`src/rtl/mem_req_ctrl.sv`:
```
// mem_req_ctrl: pipeline-side front end for mem_system (load/store handshake, drain, timeout, hit/miss stats)
//
// Ports:
//    clk, rst_n                      clock, asynchronous active-low reset
//    req_valid/req_wr/req_addr/req_wdata   pipeline request (store when req_wr=1)
//    req_ready                       request accepted this cycle (IDLE & req_valid)
//    pipe_stall                      freeze pipeline until the response pulse
//    resp_valid/resp_rdata/resp_err/resp_hit   one-cycle completion
//    mem_Addr/mem_DataIn/mem_Rd/mem_Wr     registered drive to mem_system
//    mem_DataOut/mem_Done/mem_err          returns from mem_system
//    hit_cnt/miss_cnt                saturating access statistics
module mem_req_ctrl #(
   parameter int TIMEOUT   = 64,
   parameter int HIT_LAT   = 3,
   parameter int DRAIN_CYC = 2,
   parameter int CNT_W     = 16
) (
   input  logic             clk,
   input  logic             rst_n,
   input  logic             req_valid,
   input  logic             req_wr,
   input  logic [15:0]      req_addr,
   input  logic [15:0]      req_wdata,
   output logic             req_ready,
   output logic             pipe_stall,
   output logic             resp_valid,
   output logic [15:0]      resp_rdata,
   output logic             resp_err,
   output logic             resp_hit,
   output logic [15:0]      mem_Addr,
   output logic [15:0]      mem_DataIn,
   output logic             mem_Rd,
   output logic             mem_Wr,
   input  logic [15:0]      mem_DataOut,
   input  logic             mem_Done,
   input  logic             mem_err,
   output logic [CNT_W-1:0] hit_cnt,
   output logic [CNT_W-1:0] miss_cnt
);
   localparam int TW = $clog2(TIMEOUT + DRAIN_CYC) + 1;
   localparam logic [TW-1:0] TO_LAST = TW'(TIMEOUT - 1);
   localparam logic [TW-1:0] DR_LAST = TW'(DRAIN_CYC - 1);
   localparam logic [TW-1:0] HL      = TW'(HIT_LAT);
   typedef enum logic [1:0] {IDLE, BUSY, RESP, DRAIN} state_t;
   state_t state_q, state_d;
   logic [TW-1:0] timer_q, timer_d;
   logic [15:0] addr_q, addr_d, wdata_q, wdata_d, rdata_q, rdata_d;
   logic rd_q, rd_d, wr_q, wr_d, sticky_q, sticky_d, mis_q, mis_d;
   logic valid_q, valid_d, err_q, err_d, hit_q, hit_d;
   logic [CNT_W-1:0] hcnt_q, hcnt_d, mcnt_q, mcnt_d;
   always_comb begin
      state_d  = state_q;
      timer_d  = timer_q;
      addr_d   = addr_q;
      wdata_d  = wdata_q;
      rd_d     = rd_q;
      wr_d     = wr_q;
      sticky_d = sticky_q;
      mis_d    = mis_q;
      valid_d  = 1'b0;
      err_d    = 1'b0;
      hit_d    = 1'b0;
      rdata_d  = 16'h0;
      hcnt_d   = hcnt_q;
      mcnt_d   = mcnt_q;
      case (state_q)
         IDLE: if (req_valid) begin
            if (req_addr[0]) begin
               // misaligned: answer straight away without touching memory
               mis_d   = 1'b1;
               valid_d = 1'b1;
               err_d   = 1'b1;
               state_d = RESP;
            end else begin
               mis_d    = 1'b0;
               addr_d   = req_addr;
               wdata_d  = req_wdata;
               rd_d     = ~req_wr;
               wr_d     = req_wr;
               timer_d  = '0;
               sticky_d = 1'b0;
               state_d  = BUSY;
            end
         end
         BUSY: begin
            timer_d  = timer_q + 1'b1;
            sticky_d = sticky_q | mem_err;
            // Done takes priority over a timeout in the same cycle
            if (mem_Done) begin
               rd_d    = 1'b0;
               wr_d    = 1'b0;
               valid_d = 1'b1;
               err_d   = sticky_q | mem_err;
               hit_d   = timer_q < HL;
               rdata_d = rd_q ? mem_DataOut : 16'h0;
               state_d = RESP;
            end else if (timer_q == TO_LAST) begin
               rd_d    = 1'b0;
               wr_d    = 1'b0;
               valid_d = 1'b1;
               err_d   = 1'b1;
               state_d = RESP;
            end
         end
         RESP: begin
            if (!mis_q) begin
               hcnt_d = (hit_q && !(&hcnt_q)) ? hcnt_q + 1'b1 : hcnt_q;
               mcnt_d = (!hit_q && !(&mcnt_q)) ? mcnt_q + 1'b1 : mcnt_q;
            end
            timer_d = '0;
            state_d = DRAIN;
         end
         default: begin
            // DRAIN: Rd/Wr already low; stray Done pulses are ignored
            timer_d = timer_q + 1'b1;
            state_d = (timer_q == DR_LAST) ? IDLE : DRAIN;
         end
      endcase
   end
   always_ff @(posedge clk or negedge rst_n) begin
      if (!rst_n) begin
         state_q  <= IDLE;
         timer_q  <= '0;
         addr_q   <= '0;
         wdata_q  <= '0;
         rdata_q  <= '0;
         rd_q     <= 1'b0;
         wr_q     <= 1'b0;
         sticky_q <= 1'b0;
         mis_q    <= 1'b0;
         valid_q  <= 1'b0;
         err_q    <= 1'b0;
         hit_q    <= 1'b0;
         hcnt_q   <= '0;
         mcnt_q   <= '0;
      end else begin
         state_q  <= state_d;
         timer_q  <= timer_d;
         addr_q   <= addr_d;
         wdata_q  <= wdata_d;
         rdata_q  <= rdata_d;
         rd_q     <= rd_d;
         wr_q     <= wr_d;
         sticky_q <= sticky_d;
         mis_q    <= mis_d;
         valid_q  <= valid_d;
         err_q    <= err_d;
         hit_q    <= hit_d;
         hcnt_q   <= hcnt_d;
         mcnt_q   <= mcnt_d;
      end
   end
   assign req_ready  = (state_q == IDLE) & req_valid;
   assign pipe_stall = req_valid & ~valid_q;
   assign resp_valid = valid_q;
   assign resp_rdata = rdata_q;
   assign resp_err   = err_q;
   assign resp_hit   = hit_q;
   assign mem_Addr   = addr_q;
   assign mem_DataIn = wdata_q;
   assign mem_Rd     = rd_q;
   assign mem_Wr     = wr_q;
   assign hit_cnt    = hcnt_q;
   assign miss_cnt   = mcnt_q;
endmodule

```
`config.mk`:
```
export PLATFORM = sky130hd
export DESIGN_NAME = mem_req_ctrl
export DESIGN_NICKNAME = d
export VERILOG_FILES = /design/src/rtl/mem_req_ctrl.sv
export SDC_FILE = /design/constraint.sdc
export NUM_CORES = 1
export LEC_CHECK = 0
export ABC_AREA = 1
export CAP_MARGIN = 20
export CORE_MARGIN = 5
export CORE_UTILIZATION = 43
export DETAILED_ROUTE_END_ITERATION = 7
export GPL_ROUTABILITY_DRIVEN = 1
export PLACE_DENSITY = 0.86
export SLEW_MARGIN = 30
export SYNTH_ARGS = -nofsm -noshare
export SYNTH_HDL_FRONTEND = slang
export SYNTH_SLANG_ARGS = --single-unit
```
`constraint.sdc`:
```
create_clock -name clk -period 1.6 [get_ports clk]
set_clock_uncertainty 0.15 [all_clocks]
set_input_delay 0.32 -clock clk [delete_from_list [all_inputs] [get_ports clk]]
set_output_delay 0.32 -clock clk [all_outputs]
set_load 0.03 [all_outputs]
```
==> run_results.csv <==
group,metric,value,unit
logic_synthesis,yosysSeqAreaShare,51.7,%
place,dp_hpwl,10000,um
cts,cts_buffer_depth,2,
power,power.switching_fraction,40.4,%
setup_path,worst-endpoint-arrival,1.24,ns
place,place_inst,896,
routing,vias,4763,
final_layout,antennaDiodeCount,0,
place,dpl_worst_slack,-0.186,ns
timing,finalWorstPathRequiredPeriod,1.71,ns
floorplanning,pin_count,141,
place,gp_congestion,0.886,
global_routing,grt_max_degree,34,
power,cellPowerDensity,1210,mW/mm^2
floorplanning,initial_utilization,43.4,%
cts,clock_latency,0.36,ns
global_routing,grt_remaining_overflow,0,
logic_synthesis,ys.flop_type,"dfrtp_1",
routing,final_ant_viol_nets,0,
flow_run,cap_viol_max_count,0,
hold_path,worstHoldPathType,"in -> async",
setup_path,rr_worst_depth,10,
final_layout,layoutNonFillerInstCount,934,
setup_path,worstPathBufferInverterCount,3,
floorplanning,fp.dieH,114,um
setup_path,reg2reg_from,"hit_cnt[0]",
logic_synthesis,mappedNetlistNets,646,
timing,period_share,107,%
final_layout,layout-drive-gt1-share,32.2,%
power,seq_power_share,34.5,%
timing,setup_viol,25,
setup_path,required,1.13,ns
power,p_total,8.74,mW
final_layout,stdcell_area,0.00721,mm^2
power,cellInternalPower,5.21,mW
global_routing,grt_first_pass_wirelength,22400,um
power,total_switching_power,3.53,mW
setup_path,timing.critical_path.from_type,"flip-flop",
logic_synthesis,synth_cell_types,29,
setup_path,critical_path.max_stage_delay,0.41,ns
floorplanning,coreArea,0.0107,mm^2
logic_synthesis,netlist_instances,583,
logic_synthesis,yosys_warnings,0,
timing,clock.fmax,583,MHz
global_routing,first_global_vias,4856,
global_routing,track_usage,21.4,%
final_layout,area_growth_syn_to_layout,55.1,%
floorplanning,floorplan.die.width,114,um
logic_synthesis,syn-cell-area,0.00465,mm^2
status,failed_checks,"setup timing",
cts,clkSinkCount,96,
place,port_buffers,139,
power,comb_power_share,46.7,%
timing,setup_slack,-0.115,ns
cts,clock_slew_seen_by_the_registers_of_the_worst_setup_and_hold_paths,0.10,ns
setup_path,critical_path.max_fanout,2,
timing,finalHoldViolations,0,
timing,rsz0062_at_grt,"yes",
power,max-vdd-ir-drop,813,uV
cts,clock_tree.root_cell,"clkbuf_8",
timing,report.final.slew_viol_count,0,
floorplanning,row_count,38,
status,result_of_the_run,"finished with violations",
cts,tritoncts.num_buffers,9,
logic_synthesis,netlist_top_cells_count,"nand2_1, dfrtp_1, inv_1, nand3_1, nor2_1",
cts,clock_tree_from_tritoncts,"done",
setup_path,worstSetupPathType,"reg -> out",
place,placed_cell_area,0.00661,mm^2
logic_synthesis,synth_edf_count,0,
logic_synthesis,async_reset_ff_share,100,%
routing,wl_per_cell,15.9,um
final_layout,finish.net_count,852,
setup_path,endpoint_kind,"output pin",
power,power.leakage,3.69,nW
cts,ctsHtreeMaxLevel,3,
routing,firstDrtPassIters,5,
logic_synthesis,yosys.cell_count.top_type,"nand2_1",
setup_path,worstPathCellList,"inv_2, ha_4, nand2_4, inv_4, buf_12",
power,p_clk_share,18.8,%
setup_path,path_delay_family,"flip-flops",
routing,drt_wl_total,14800,um
floorplanning,dieArea,0.0130,mm^2
routing,route.detailed.drc,0,
routing,post_drt_via_cell_ratio,5.10,
logic_synthesis,area_share_of_the_leading_cell_type_in_the_synthesized_netlist,51.7,%
logic_synthesis,syn_avg_cell_area,7.97,um^2
logic_synthesis,netlist_top_cells_area,"dfrtp_1, nand2_1, nand3_1",
setup_path,critical-path-slowest-cell,"dfrtp_1",
timing,setup-tns-final,-1.13,ns
routing,drtIter0Drc,326,
logic_synthesis,synth_top_cell_by_area,"dfrtp_1",
setup_path,worstReg2RegEnd,"hit_cnt[6]",
logic_synthesis,ys_ff_latch,96,
setup_path,setup.reg_to_reg.worst_slack,-0.09,ns
global_routing,number_of_antenna_violations_at_the_first_check_in_global_routing,0,
==> cell usage in the layout (no fill, tap or decap), types with 3 or more instances in the layout <==
cell type / Yosys / layout
nor2_1: 45 / 38
clkbuf_8: 0 / 10
nor3_1: 5 / 3
nand2_8: 0 / 3
xor2_1: 6 / 6
inv_1: 51 / 43
nand2_2: 4 / 15
xnor2_1: 5 / 5
nand3_1: 50 / 35
clkdlybuf4s15_1: 0 / 4
clkdlybuf4s15_2: 0 / 9
nand2_1: 244 / 226
dlygate4sd2_1: 0 / 6
buf_4: 1 / 62
nor2_4: 5 / 8
clkdlybuf4s50_1: 0 / 51
nand3_2: 0 / 14
ha_4: 0 / 5
buf_12: 0 / 11
o21ai_1: 0 / 4
buf_8: 0 / 3
ha_1: 9 / 4
nand4_1: 5 / 5
nor2_2: 3 / 7
nand2_4: 1 / 6
buf_2: 5 / 14
clkbuf_2: 0 / 32
nand3b_1: 14 / 14
dfrtp_2: 0 / 14
buf_6: 4 / 14
inv_2: 1 / 6
o211ai_1: 3 / 3
dfrtp_1: 96 / 82
==> registers in the layout, indices dropped and copies added, names as in the netlist, 2 cells and up <==
register,cells
hit_cnt,16
mem_DataIn,16
miss_cnt,16
resp_rdata,16
mem_Addr,15
timer_q,8
state_q,2
==> through the flow <==
| step | hold slack (ns) | util [%] |
|---|---|---|
| after floorplan | -0.126 | - |
| after global placement | 0.111 | 61.8 |
| after detailed placement | 0.118 | 61.8 |
| after CTS | 0.264 | 65.2 |
| after global routing | 0.280 | 67.4 |
| final | 0.266 | 67.4 |
==> timing repair <==
action,CTS,global route
hold endpoints to repair,24,0
endpoints found under the setup margin,118,126
hold buffers,1,0
cloned,1,6
gates resized for setup,166,148
setup buffers,6,14
pin swaps,5,27
==> cell type report <==
cell class / instances / area, um^2
inverter: 52 / 208
multi-input combinational: 420 / 2310
timing repair buffer: 210 / 1890
fill: 797 / 3490
tap: 140 / 175
clock inverter: 6 / 66.3
sequential: 96 / 2420
clock buffer: 10 / 138
==> metal layers <==
layer	part of all wire [%]	vias up	global-route usage, %
met5	0	-	0
met4	2.7	0	7.28
met3	7.5	37	6.90
met2	53	210	37.2
met1	37	2288	24.7
li1	-	2228	-
==> power groups by stage <==
stage	clock [mW]	sequential [mW]	combinational [mW]
2_1_floorplan	0	3.53	1.21
3_3_place_gp	0	3.02	3.05
3_5_place_dp	0	3.03	3.22
4_1_cts	1.68	3.00	3.43
5_1_grt	1.79	3.05	4.33
6_report	1.64	3.01	4.08
==> kinds of logic (layout without fill, tap and decap cells) <==
family	Yosys count	count (layout)	synth area share (%)
fa+ha+maj	9	9	2.42
buf+inv	68	278	6.35
compound gates	17	17	2.10
simple gates	381	382	35.3
xor+xnor	11	11	2.07
other cells	1	1	0.0807
flops	96	96	51.7
==> how the worst max path moves through the flow <==
stage / start / end / depth (start not counted)
final: state_q[0] / req_ready / 5
after floorplan: hit_cnt[1] / hit_cnt[12] / 9
after detailed placement: req_valid / timer_q[5] / 7
after CTS: state_q[1] / req_ready / 5
after global routing: state_q[0] / req_ready / 5
after global placement: req_valid / timer_q[5] / 7
Note: power is estimated with default switching activity, not from simulation.
